===== src/rtl/fetch_unit_pkg.sv =====
// Shared types and constants for the instruction fetch unit: FSM states,
// branch comparison codes and reset defaults.
package fetch_unit_pkg;

  typedef enum logic [1:0] {
    ST_IDLE  = 2'd0,
    ST_FETCH = 2'd1,
    ST_HOLD  = 2'd2
  } state_e;

  typedef enum logic [2:0] {
    BT_EQ  = 3'b000,
    BT_NE  = 3'b001,
    BT_GT  = 3'b010,
    BT_LT  = 3'b011,
    BT_GE  = 3'b100,
    BT_LE  = 3'b101,
    BT_GTU = 3'b110,
    BT_LEU = 3'b111
  } branch_type_e;

  localparam logic [31:0] DEFAULT_RESET_PC      = 32'h0000_0000;
  localparam int          DEFAULT_FETCH_TIMEOUT = 16;

  function automatic logic [31:0] sext16(input logic [15:0] v);
    return {{16{v[15]}}, v};
  endfunction

endpackage


===== src/rtl/fetch_unit_branch_cmp.sv =====
// Combinational branch condition evaluation: compares cmp_a against cmp_b
// according to the branch type code and reports whether the branch is taken.
module fetch_unit_branch_cmp
  import fetch_unit_pkg::*;
(
  input  logic [31:0] cmp_a_i,
  input  logic [31:0] cmp_b_i,
  input  logic [2:0]  branch_type_i,
  output logic        taken_o
);

  logic eq;
  logic lt_s;
  logic lt_u;

  assign eq   = (cmp_a_i == cmp_b_i);
  assign lt_s = ($signed(cmp_a_i) < $signed(cmp_b_i));
  assign lt_u = (cmp_a_i < cmp_b_i);

  always_comb begin
    taken_o = 1'b0;
    case (branch_type_e'(branch_type_i))
      BT_EQ:   taken_o = eq;
      BT_NE:   taken_o = !eq;
      BT_GT:   taken_o = !lt_s && !eq;
      BT_LT:   taken_o = lt_s;
      BT_GE:   taken_o = !lt_s;
      BT_LE:   taken_o = lt_s || eq;
      BT_GTU:  taken_o = !lt_u && !eq;
      BT_LEU:  taken_o = lt_u || eq;
      default: taken_o = 1'b0;
    endcase
  end

endmodule


===== src/rtl/fetch_unit.sv =====
// Instruction fetch unit: requests words from instruction memory, holds and
// decodes the current instruction, and computes the next PC on acknowledge.
module fetch_unit
  import fetch_unit_pkg::*;
#(
  parameter logic [31:0] RESET_PC      = DEFAULT_RESET_PC,
  parameter int          FETCH_TIMEOUT = DEFAULT_FETCH_TIMEOUT
) (
  input  logic        clk,
  input  logic        rst_n,
  output logic        imem_req_o,
  output logic [31:0] imem_addr_o,
  input  logic        imem_ready_i,
  input  logic [31:0] imem_rdata_i,
  output logic        instr_valid_o,
  input  logic        instr_ack_i,
  output logic [31:0] instr_o,
  output logic [5:0]  opcode_o,
  output logic [4:0]  rs_field_o,
  output logic [4:0]  rt_field_o,
  output logic [4:0]  rd_field_o,
  output logic [4:0]  shamt_o,
  output logic [5:0]  funct_o,
  output logic [31:0] imm_sext_o,
  output logic [31:0] pc_out_o,
  output logic [31:0] pc_plus4_o,
  input  logic        branch_i,
  input  logic [2:0]  branch_type_i,
  input  logic        jump_i,
  input  logic        jump_reg_i,
  input  logic [31:0] cmp_a_i,
  input  logic [31:0] cmp_b_i,
  input  logic [31:0] jr_target_i,
  output logic        misaligned_o,
  output logic        fetch_err_o
);

  localparam int               CNT_W    = $clog2(FETCH_TIMEOUT + 1);
  localparam logic [CNT_W-1:0] TMO_MAX  = CNT_W'(FETCH_TIMEOUT);
  localparam logic [CNT_W-1:0] TMO_LAST = CNT_W'(FETCH_TIMEOUT - 1);

  state_e           state_q, state_d;
  logic [31:0]      pc_q, pc_d;
  logic [31:0]      instr_q, instr_d;
  logic [CNT_W-1:0] tmo_cnt_q, tmo_cnt_d;
  logic             fetch_err_q, fetch_err_d;
  logic             misaligned_q, misaligned_d;

  logic [31:0]      pc_plus4;
  logic [31:0]      imm_sext;
  logic [31:0]      next_pc;
  logic             cmp_taken;

  assign pc_plus4 = pc_q + 32'd4;
  assign imm_sext = sext16(instr_q[15:0]);

  fetch_unit_branch_cmp u_branch_cmp (
    .cmp_a_i       (cmp_a_i),
    .cmp_b_i       (cmp_b_i),
    .branch_type_i (branch_type_i),
    .taken_o       (cmp_taken)
  );

  // Redirect priority: register jump, then absolute jump, then taken branch.
  always_comb begin
    next_pc = pc_plus4;
    if (jump_reg_i) begin
      next_pc = {jr_target_i[31:2], 2'b00};
    end else if (jump_i) begin
      next_pc = {pc_plus4[31:28], instr_q[25:0], 2'b00};
    end else if (branch_i && cmp_taken) begin
      next_pc = pc_plus4 + {imm_sext[29:0], 2'b00};
    end
  end

  always_comb begin
    state_d      = state_q;
    pc_d         = pc_q;
    instr_d      = instr_q;
    tmo_cnt_d    = tmo_cnt_q;
    fetch_err_d  = fetch_err_q;
    misaligned_d = 1'b0;
    case (state_q)
      ST_IDLE: begin
        state_d   = ST_FETCH;
        tmo_cnt_d = '0;
      end
      ST_FETCH: begin
        if (imem_ready_i) begin
          instr_d   = imem_rdata_i;
          state_d   = ST_HOLD;
          tmo_cnt_d = '0;
        end else begin
          // Counter saturates; the error flag stays set while retrying.
          if (tmo_cnt_q != TMO_MAX) tmo_cnt_d = tmo_cnt_q + CNT_W'(1);
          if (tmo_cnt_q >= TMO_LAST) fetch_err_d = 1'b1;
        end
      end
      ST_HOLD: begin
        if (instr_ack_i) begin
          pc_d         = next_pc;
          state_d      = ST_FETCH;
          misaligned_d = jump_reg_i && (jr_target_i[1:0] != 2'b00);
        end
      end
      default: state_d = ST_IDLE;
    endcase
  end

  always_ff @(posedge clk or negedge rst_n) begin
    if (!rst_n) begin
      state_q      <= ST_IDLE;
      pc_q         <= RESET_PC;
      instr_q      <= '0;
      tmo_cnt_q    <= '0;
      fetch_err_q  <= 1'b0;
      misaligned_q <= 1'b0;
    end else begin
      state_q      <= state_d;
      pc_q         <= pc_d;
      instr_q      <= instr_d;
      tmo_cnt_q    <= tmo_cnt_d;
      fetch_err_q  <= fetch_err_d;
      misaligned_q <= misaligned_d;
    end
  end

  // Request and valid come straight from state so reset drops them at once.
  assign imem_req_o    = (state_q == ST_FETCH);
  assign imem_addr_o   = pc_q;
  assign instr_valid_o = (state_q == ST_HOLD);

  assign instr_o    = instr_q;
  assign opcode_o   = instr_q[31:26];
  assign rs_field_o = instr_q[25:21];
  assign rt_field_o = instr_q[20:16];
  assign rd_field_o = instr_q[15:11];
  assign shamt_o    = instr_q[10:6];
  assign funct_o    = instr_q[5:0];
  assign imm_sext_o = imm_sext;
  assign pc_out_o   = pc_q;
  assign pc_plus4_o = pc_plus4;

  assign misaligned_o = misaligned_q;
  assign fetch_err_o  = fetch_err_q;

endmodule


===== config.mk =====
export PLATFORM = sky130hd
export DESIGN_NAME = fetch_unit
export DESIGN_NICKNAME = d
export VERILOG_FILES = /design/src/rtl/fetch_unit_pkg.sv /design/src/rtl/fetch_unit_branch_cmp.sv /design/src/rtl/fetch_unit.sv
export SDC_FILE = /design/constraint.sdc
export NUM_CORES = 1
export LEC_CHECK = 0
export BUFFER_PORTS_ARGS = -buffer_cell sky130_fd_sc_hd__buf_2
export CORE_MARGIN = 3
export CORE_UTILIZATION = 40
export DETAILED_ROUTE_END_ITERATION = 16
export GPL_TIMING_DRIVEN = 0
export PLACE_DENSITY = 0.67
export SLEW_MARGIN = 0
export SYNTH_ARGS = -nofsm -noshare
export SYNTH_HDL_FRONTEND = slang
export SYNTH_SLANG_ARGS = --single-unit

===== constraint.sdc =====
create_clock -name clk -period 9.1 [get_ports clk]
set_clock_uncertainty 0.2 [all_clocks]
set_input_delay 0.455 -clock clk [delete_from_list [all_inputs] [get_ports clk]]
set_output_delay 0.455 -clock clk [all_outputs]
set_load 0.1 [all_outputs]

==> metrics, run 1 <==
final std cells w/o fill between 1000 and 1500; final net count 1393; crit share post-route 0.575; Total Wirelength 23600 um; Synth Register Bits slightly above 70; Synth Cell Area 7310 um^2; most common cell after layout, fill and taps aside buf_2; Worst EP required 9.12 ns; Fin. Hold Viols 0; critical path arrival 5.26 ns; routed len/inst approximately 17 um; share of cells above drive strength 1 0.422; first-pass GRT wire length about 37000 um; die area 19900 um^2; drt pass-1 iters 7; Max Fclk around 190 MHz; port bufs between 300 and 400; status finished clean; latest clock arrival within the worst-skew pair 0.34 ns; Hold WC Path Type input pin to register; HPWL Detailed 19100 um; Fin Setup TNS 0 ns; via count 7390; CP max FO 8; initial core utilization 0.416; Slew @ Worst Pin 1.19 ns; CTS Buf Count 9; Inst Count DP 1402; final setup vio count 0; post-synthesis sequential area ratio 0.243; Layout area overhead 31.2%; FP Rows 48; layout filler cell count 1699; Yosys warnings 0; residual DRC count 0; routability cong. between 0.8 and 0.9; Die Wd 141 um; number of max-cap violations 0; via density per instance 5.20; Synth Flop Type dfrtp_1; unrepaired setup endpoints after global routing no; clock tree buffer depth 2; Crit. End Element register; Yosys cell types 75; depth of the CTS H-tree 3; Tot GR Track Use 0.227; antenna violations before repair 2; CTS tree done; Starting DRT DRC Count 430; core area 17600 um^2; Avg Cell Area, Syn 8.63 um^2; Layout Utilization 0.545; vias in the first global route 6981; Max-Slew Margin vs Limit 0.207; Overflow after GRT 0; Setup CP Type register to register; Slew Limit Fails 0; DIE HEIGHT 141 um; Antenna Nets Post-Route 0; number of enable flip-flop cells after synthesis 0; most frequent cells in the layout buf_2, buf_4, nand2_1; boundary pin count 334; post-layout min period 5.23 ns; clock-pin slew on the worst setup and hold paths 0.06 ns; Startpoint Class register; Clock Sinks 71; clock root cell clkbuf_16; post-CTS setup buffers 0; Post-Synthesis Cells 847; asr flop ratio synth 1.00; largest net degree at the start of global routing 45
-- critical path, stage by stage (launching register included) --
cell	delay [ns]
dfrtp_1	0.57
and4_1	0.27
clkbuf_1	0.24
nand3_1	0.30
nor2_1	0.41
nand3_1	0.15
xnor2_1	0.31
ha_1	0.38
a211o_1	0.32
o211ai_1	0.09
a21oi_1	0.13
nor4b_2	0.47
nor4_1	0.17
o41ai_1	0.55
nand2_1	0.10
a311oi_1	0.34
o21ai_1	0.12
-- flip-flops by register name, summed over array words and instances, names as in the netlist --
signal / flops
fetch_err_o: 1
misaligned_o: 1
imem_addr_o: 30
tmo_cnt_q: 5
state_q: 2
instr_o: 32
-- metrics by stage --
| step | instance area [um^2] | setup WS [ns] | hold WS [ns] |
|---|---|---|---|
| after floorplan | 7330 | 2.53 | -0.0406 |
| after global placement | 9240 | 4.00 | 0.245 |
| after detailed placement | 9270 | 3.96 | 0.222 |
| after CTS | 9590 | 3.93 | 0.117 |
| after global routing | 9600 | 3.47 | 0.131 |
| final | 9600 | 3.87 | 0.129 |
-- layer usage --
| metal | global-route usage | routed length (um) | vias up |
|---|---|---|---|
| met5 | 0 | 13 | - |
| met4 | 0.0530 | 374 | 2 |
| met3 | 0.0492 | 1630 | 32 |
| met2 | 0.391 | 11600 | 263 |
| met1 | 0.292 | 10000 | 3450 |
| li1 | - | - | 3643 |
-- synthesized netlist by cell type (5+ instances only) --
master	n	area share
nor3_1	12	0.0082
o22ai_1	5	0.0043
a22oi_1	21	0.022
clkbuf_1	15	0.0077
mux2i_1	23	0.031
nor2_1	40	0.021
xor2_1	17	0.020
mux2_2	34	0.052
nand2_1	73	0.037
ha_1	65	0.11
o21ai_0	26	0.018
nor4_1	5	0.0043
nand3_1	27	0.018
nand4_1	12	0.010
nand2b_1	9	0.0077
buf_4	101	0.10
a21oi_1	56	0.038
and3_1	14	0.012
o211ai_1	7	0.0072
inv_1	50	0.026
o221ai_1	19	0.023
dfrtp_1	71	0.24
a21o_1	11	0.011
a211oi_1	8	0.0082
a211o_1	7	0.0084
xnor2_1	36	0.043
-- path summary, 6_finish.rpt --
check	endpoint	start	cells past startpoint	slack [ns]
max	imem_addr_o[30]	imem_addr_o[4]	16	3.87
min	state_q[0]	imem_ready_i	2	0.13
max reg2reg	imem_addr_o[30]	imem_addr_o[4]	16	3.87
min reg2reg	fetch_err_o	fetch_err_o	1	0.27
max in group asynchronous	instr_o[26]	rst_n	3	7.74
min in group asynchronous	instr_o[13]	rst_n	2	0.39
-- kinds of logic after synthesis --
kind of cell               after synthesis  share of synthesized area
xor gates and xnor gates                53                     0.0635
AOI/OAI and AO/OA                      201                      0.188
DFF                                     71                      0.243
other                                    1                   0.000513
buffers and inverters                  178                      0.158
muxes                                   57                     0.0838
adders and majority gates               66                      0.114
and+or+nand+nor                        220                      0.149
-- timing repair --
| item | 4_1_cts | 5_1_grt |
|---|---|---|
| gates resized for setup | 0 | 0 |
| hold buffers | 1 | 0 |
| hold endpoints to repair | 27 | 0 |
-- layout make-up --
type | instances | area, um^2 | area share
multi-input cells | 603 | 4400 | 0.458
flip-flops and latches | 71 | 1780 | 0.185
repair buffers | 326 | 1660 | 0.173
plain buffers | 128 | 970 | 0.101
well taps | 225 | 282 | 0.0293
clock buffers | 12 | 267 | 0.0278
inverters | 50 | 188 | 0.0196
clock inverters | 4 | 51.3 | 0.00535
diodes | 1 | 2.50 | 0.000261
Power of run 1 is not shown: default switching activity piles up to over one toggle a cycle in this logic, so the estimate is an artifact.
==> run 2: changes to the inputs <==
- ABC_AREA: unset -> 1
- PLACE_DENSITY: 0.67 -> 0.65
- clock period: 9.1 -> 4.87 ns (I/O delays scaled with it)
==> run 2 against run 1 <==
  * Maximum frequency up 15%
  * Design area up 13%
  * Routed wire length increased by 16%
  * Via count increased by 20%
  * Cell count up 29%
  * Count of clock-buffer cells in the layout is 1 lower
  * Setup slack worse by 3.6 ns
  * Worst hold slack got worse by 0.11 ns
  * Synthesized area is 10% higher
  * Global-route usage up 1.3 points
  * First-iteration DRC count is 3.3% higher
  * Critical path type unchanged
==> metrics, run 2 <==
crit-path leading delay family simple AND/OR/NAND/NOR gates; Yosys top cell area share 0.220 (-0.0226); largest net degree at the start of global routing 54 (+20%); status finished clean; FP Rows 51 (+6.3%); Overflow after GRT 0 (unchanged); first-pass GRT wire length 42500 um (+16%); most common cell in the netlist nand2_1; Yosys warnings 0 (unchanged); Startpoint Class register; Fin. Hold Viols 0 (unchanged); Max-Slew Margin vs Limit 0.219 (+0.0119); Fin Setup TNS 0 ns (unchanged); core area 19700 um^2 (+12%); number of enable flip-flop cells after synthesis 0 (unchanged); HPWL Detailed 22800 um (+19%); Clock Sinks 71 (unchanged); critical path arrival 4.61 ns (-0.65 ns); Slowest-stage cell, CP dfrtp_4; Synth Register Bits 71 (unchanged); Synth Flop Type dfrtp_1; most common cell after layout, fill and taps aside buf_2; via density per instance 4.84 (-6.9%); Tot GR Track Use 0.241 (+0.0133); clock root cell clkbuf_16; Hold WS 0.0202 ns (-0.109 ns); boundary pin count 334 (unchanged); Avg Cell Area, Syn 6.81 um^2 (-21%); initial core utilization 0.410 (-0.00536); Worst EP required 4.91 ns (-4.21 ns); Slew Limit Fails 0 (unchanged); Synth Cell Area 8060 um^2 (+10%); clock-pin slew on the worst setup and hold paths 0.06 ns (about the same); Max Fclk 219 MHz (+15%); vias in the first global route 8310 (+19%); Die Wd 148 um (+4.8%); crit share post-route 0.938 (+0.363); CTS Buf Count 9 (unchanged); die area 21900 um^2 (+9.8%); Critical Path, Cell by Cell nand3_1 -> nor2_1 -> inv_1 -> nor3_1 -> inv_1 -> or4_1 -> xor2_1 -> inv_1 -> ha_1 -> nand2_1 -> nor2_1 -> nor3b_2 -> nand4_1 -> nand3_1 -> a21o_1 -> a21oi_1 -> xor2_1 -> nand3_1 -> nand3_1 -> nand2_1 -> nand2_1 -> nand2_1; # diodes 0 (-1); antenna violations before repair 0 (-2); most frequent cells in the layout buf_2, nand2_1, inv_1; Layout area overhead 35.0%; routed len/inst 15.0 um (-10%); Synth area leaders dfrtp_1, nand2_1, ha_1; Total Wirelength 27500 um (+16%); Yosys cell types 48 (-36%); Hold WC Path Type input pin to register; drt pass-1 iters 5 (-2); synth cell count leaders nand2_1, inv_1, nor2_1; Synth area leader dfrtp_1; residual DRC count 0 (unchanged); Inst Count DP 1780 (+27%); number of max-cap violations 0 (unchanged); CP max FO 8 (unchanged); via count 8904 (+20%); unrepaired setup endpoints after global routing yes; number of flip-flops in the largest register 32 (unchanged); clock tree buffer depth 2 (unchanged); post-layout min period 4.57 ns (-0.663 ns); Antenna Nets Post-Route 0 (unchanged); slowest stage delay, CP 0.46 ns (-0.11 ns); Layout Utilization 0.554 (+0.00863); final net count 1772 (+27%); Crit. End Element register; latest clock arrival within the worst-skew pair 0.35 ns (about the same); share of cells above drive strength 1 0.334 (-0.0877); routability cong. 0.925 (+3.2%); post-CTS setup buffers 0 (unchanged); Slew @ Worst Pin 1.17 ns (-0.0179 ns); final std cells w/o fill 1838 (+29%); depth of the CTS H-tree 3 (unchanged); asr flop ratio synth 1.00 (unchanged); port bufs 325 (+0.31%); Starting DRT DRC Count 444 (+3.3%); final setup vio count 0 (unchanged); CTS tree done; DIE HEIGHT 148 um (+4.8%); CP Buf/Inv Count 3 (+2); Post-Synthesis Cells 1184 (+40%); Setup CP Type register to register; post-synthesis sequential area ratio 0.220 (-0.0226)
[run 2: metrics by stage]
step,cell area [um^2],setup WS [ns]
floorplan,8120,0.0153
global placement,10100,0.279
detailed placement,10100,0.229
CTS,10800,0.203
global route,10900,-0.0525
finish,10900,0.301
[run 2: final cells by class]
class	instances	area, um^2
Clock inverter	5	56.3
Inverter	151	571
Buffer	129	1030
Clock buffer	11	253
Tap cell	265	332
Fill cell	1943	8770
Sequential cell	71	1790
Multi-Input combinational cell	838	4770
Timing Repair Buffer	368	2080
[run 2: path summary, 6_finish.rpt]
kind	from	to	slack, ns	cells after the start
max	imem_addr_o[2]	imem_addr_o[26]	0.30	22
min	jr_target_i[12]	imem_addr_o[12]	0.02	5
max reg2reg	imem_addr_o[2]	imem_addr_o[26]	0.30	22
min reg2reg	fetch_err_o	fetch_err_o	0.28	1
max in group asynchronous	rst_n	imem_addr_o[2]	3.75	3
min in group asynchronous	rst_n	imem_addr_o[27]	0.13	2
[run 2: logic make-up (layout without fill, tap and decap cells)]
group	Yosys count	in the layout	synth area share
compound gates	140	140	0.0999
xor+xnor	42	42	0.0456
fa+ha+maj	66	66	0.103
buf+inv	280	664	0.198
flops	71	71	0.220
mux	29	29	0.0405
other cells	1	6	0.000465
simple gates	555	555	0.291
[run 2: layer usage]
metal	GRT usage	vias to the layer above	wire (um)
met1	0.318	4043	11900
met4	0.0522	0	422
met5	0	-	0
met3	0.0512	35	2040
li1	-	4495	-
met2	0.407	331	13100
[run 2: what timing repair did]
action,CTS,global route
endpoints found under the setup margin,0,4
resized for setup,0,10
hold buffers,42,0
hold endpoints to repair,112,0
[run 2: worst register-to-register path, cell delays in order (launching register included)]
cell and delay [ns]:
dfrtp_4 0.46, nand3_1 0.16, nor2_1 0.16, inv_1 0.07, nor3_1 0.30, inv_1 0.11, or4_1 0.43, xor2_1 0.20
inv_1 0.12, ha_1 0.37, nand2_1 0.12, nor2_1 0.16, nor3b_2 0.33, nand4_1 0.15, nand3_1 0.17, a21o_1 0.20
a21oi_1 0.10, xor2_1 0.22, nand3_1 0.12, nand3_1 0.13, nand2_1 0.08, nand2_1 0.06, nand2_1 0.04
Power of run 2 is left out for the same reason.
==> run 3: changes to the inputs <==
- CORE_UTILIZATION: 40 -> 50
- PLACE_DENSITY: 0.65 -> 0.8
==> run 3 against run 2 <==
  * Via count increased by 2.2%
  * Global-route usage increased by 5.6 points
  * Count of clock-buffer cells in the layout unchanged
==> metrics, run 3 (synthesized netlist as in run 2, its figures left out) <==
status finished clean; Clock Sinks 71 (unchanged); Layout area overhead 33.4%; first-pass GRT wire length 42500 um (about the same); clock tree buffer depth 2 (unchanged); clock-pin slew on the worst setup and hold paths 0.06 ns (about the same); vias in the first global route 8619 (+3.7%); core area 15500 um^2 (-21%); critical path arrival 4.56 ns (-0.05 ns); Slowest-stage cell, CP dfrtp_4; Die Wd 133 um (-10%); Max Fclk 220 MHz (+0.74%); final net count 1771 (-0.056%); crit-path leading delay family simple AND/OR/NAND/NOR gates; Startpoint Class register; DIE HEIGHT 133 um (-10%); Hold WS 0.0107 ns (-0.00956 ns); Worst EP required 4.90 ns (about the same); Setup CP Type register to register; Crit. End Element register; largest net degree at the start of global routing 62 (+15%); unrepaired setup endpoints after global routing no; number of max-cap violations 0 (unchanged); via density per instance 5.10 (+5.3%); clock root cell clkbuf_16; drt pass-1 iters 5 (unchanged); antenna violations before repair 0 (unchanged); Max-Slew Margin vs Limit 0.225 (+0.00604); port bufs 325 (unchanged); Antenna Nets Post-Route 0 (unchanged); slowest stage delay, CP 0.46 ns (about the same); die area 17700 um^2 (-19%); crit share post-route 0.931 (-0.00693); initial core utilization 0.521 (+0.110); most frequent cells in the layout buf_2, nand2_1, inv_1; boundary pin count 334 (unchanged); depth of the CTS H-tree 3 (unchanged); routed len/inst 15.4 um (+2.9%); FP Rows 45 (-12%); Total Wirelength 27500 um (about the same); dpl ws 0.203 ns (-0.0256 ns); Tot GR Track Use 0.297 (+0.0559); Slew @ Worst Pin 1.16 ns (-0.00907 ns); Overflow after GRT 0 (unchanged); final setup vio count 0 (unchanged); latest clock arrival within the worst-skew pair 0.35 ns (about the same); CP dominant cell by count nand2_1; Inst Count DP 1726 (-3.0%); CP max FO 8 (unchanged); final std cells w/o fill 1784 (-2.9%); number of flip-flops in the largest register 32 (unchanged); Fin. Hold Viols 0 (unchanged); most common cell after layout, fill and taps aside buf_2; routability cong. 0.933 (+0.85%); CP Buf/Inv Count 4 (+1); residual DRC count 0 (unchanged); final worst-path setup slack 0.335 ns (+0.0338 ns); Starting DRT DRC Count 710 (+60%); HPWL Detailed 22200 um (-2.6%); post-layout min period 4.54 ns (-0.0338 ns); Hold WC Path Type input pin to register; via count 9102 (+2.2%); CTS Buf Count 9 (unchanged); share of cells above drive strength 1 0.333 (-0.00106); Slew Limit Fails 0 (unchanged); Fin Setup TNS 0 ns (unchanged); CTS tree done
==> run 3: cell types whose count changed in the layout (fill, tap and decap cells not counted), moves of 2 or more <==
cell	previous run	this run
clkbuf_1	6	8
dlygate4sd3_1	49	47
clkinvlp_4	2	4
clkbuf_8	7	5
==> run 3: cell type report <==
class / instances / area, um^2
repair buffers: 367 / 2060
multi-input cells: 838 / 4760
diodes: 1 / 2.50
clock buffers: 11 / 233
clock inverters: 5 / 36.3
fillers: 1318 / 4730
flip-flops and latches: 71 / 1790
plain buffers: 129 / 1030
well taps: 211 / 264
inverters: 151 / 571
==> run 3: worst register-to-register path: cells and delay by family, from the launching register on <==
family          cells  cell delay, ns
simple gates       22            2.29
fa+ha+maj           2            0.51
buf+inv             4            0.42
xor+xnor            1            0.23
compound gates      1            0.32
flops               1            0.46
==> run 3: final timing paths <==
path                                      from  slack [ns]  depth (start not counted)         endpoint
worst min register to register     fetch_err_o        0.28                          1      fetch_err_o
worst max register to register  imem_addr_o[2]        0.33                         30  imem_addr_o[31]
worst max-delay path            imem_addr_o[2]        0.33                         30  imem_addr_o[31]
worst min-delay path            jr_target_i[7]        0.01                          5   imem_addr_o[7]
max in group asynchronous                rst_n        3.80                          3   imem_addr_o[2]
min in group asynchronous                rst_n        0.09                          2      instr_o[23]
==> run 3: per-stage QoR <==
| step | utilization | area, um^2 |
|---|---|---|
| global route | 0.695 | 10800 |
| global placement | 0.647 | 10000 |
| CTS | 0.692 | 10700 |
| detailed placement | 0.648 | 10000 |
| floorplan | - | 8120 |
| finish | 0.695 | 10800 |
==> run 3: timing repair <==
action	4_1_cts	5_1_grt
buffers inserted	0	1
hold endpoints to repair	110	0
hold buffers	40	0
gates resized for setup	0	8
setup endpoints to repair	0	4
==> run 3: layer usage <==
layer | wire (um) | track usage | share of wire
met1 | 11500 | 0.376 | 0.42
met2 | 13400 | 0.521 | 0.49
met5 | 0 | 0 | 0
met3 | 2100 | 0.0559 | 0.076
met4 | 504 | 0.0693 | 0.018
Power of run 3 is left out for the same reason.
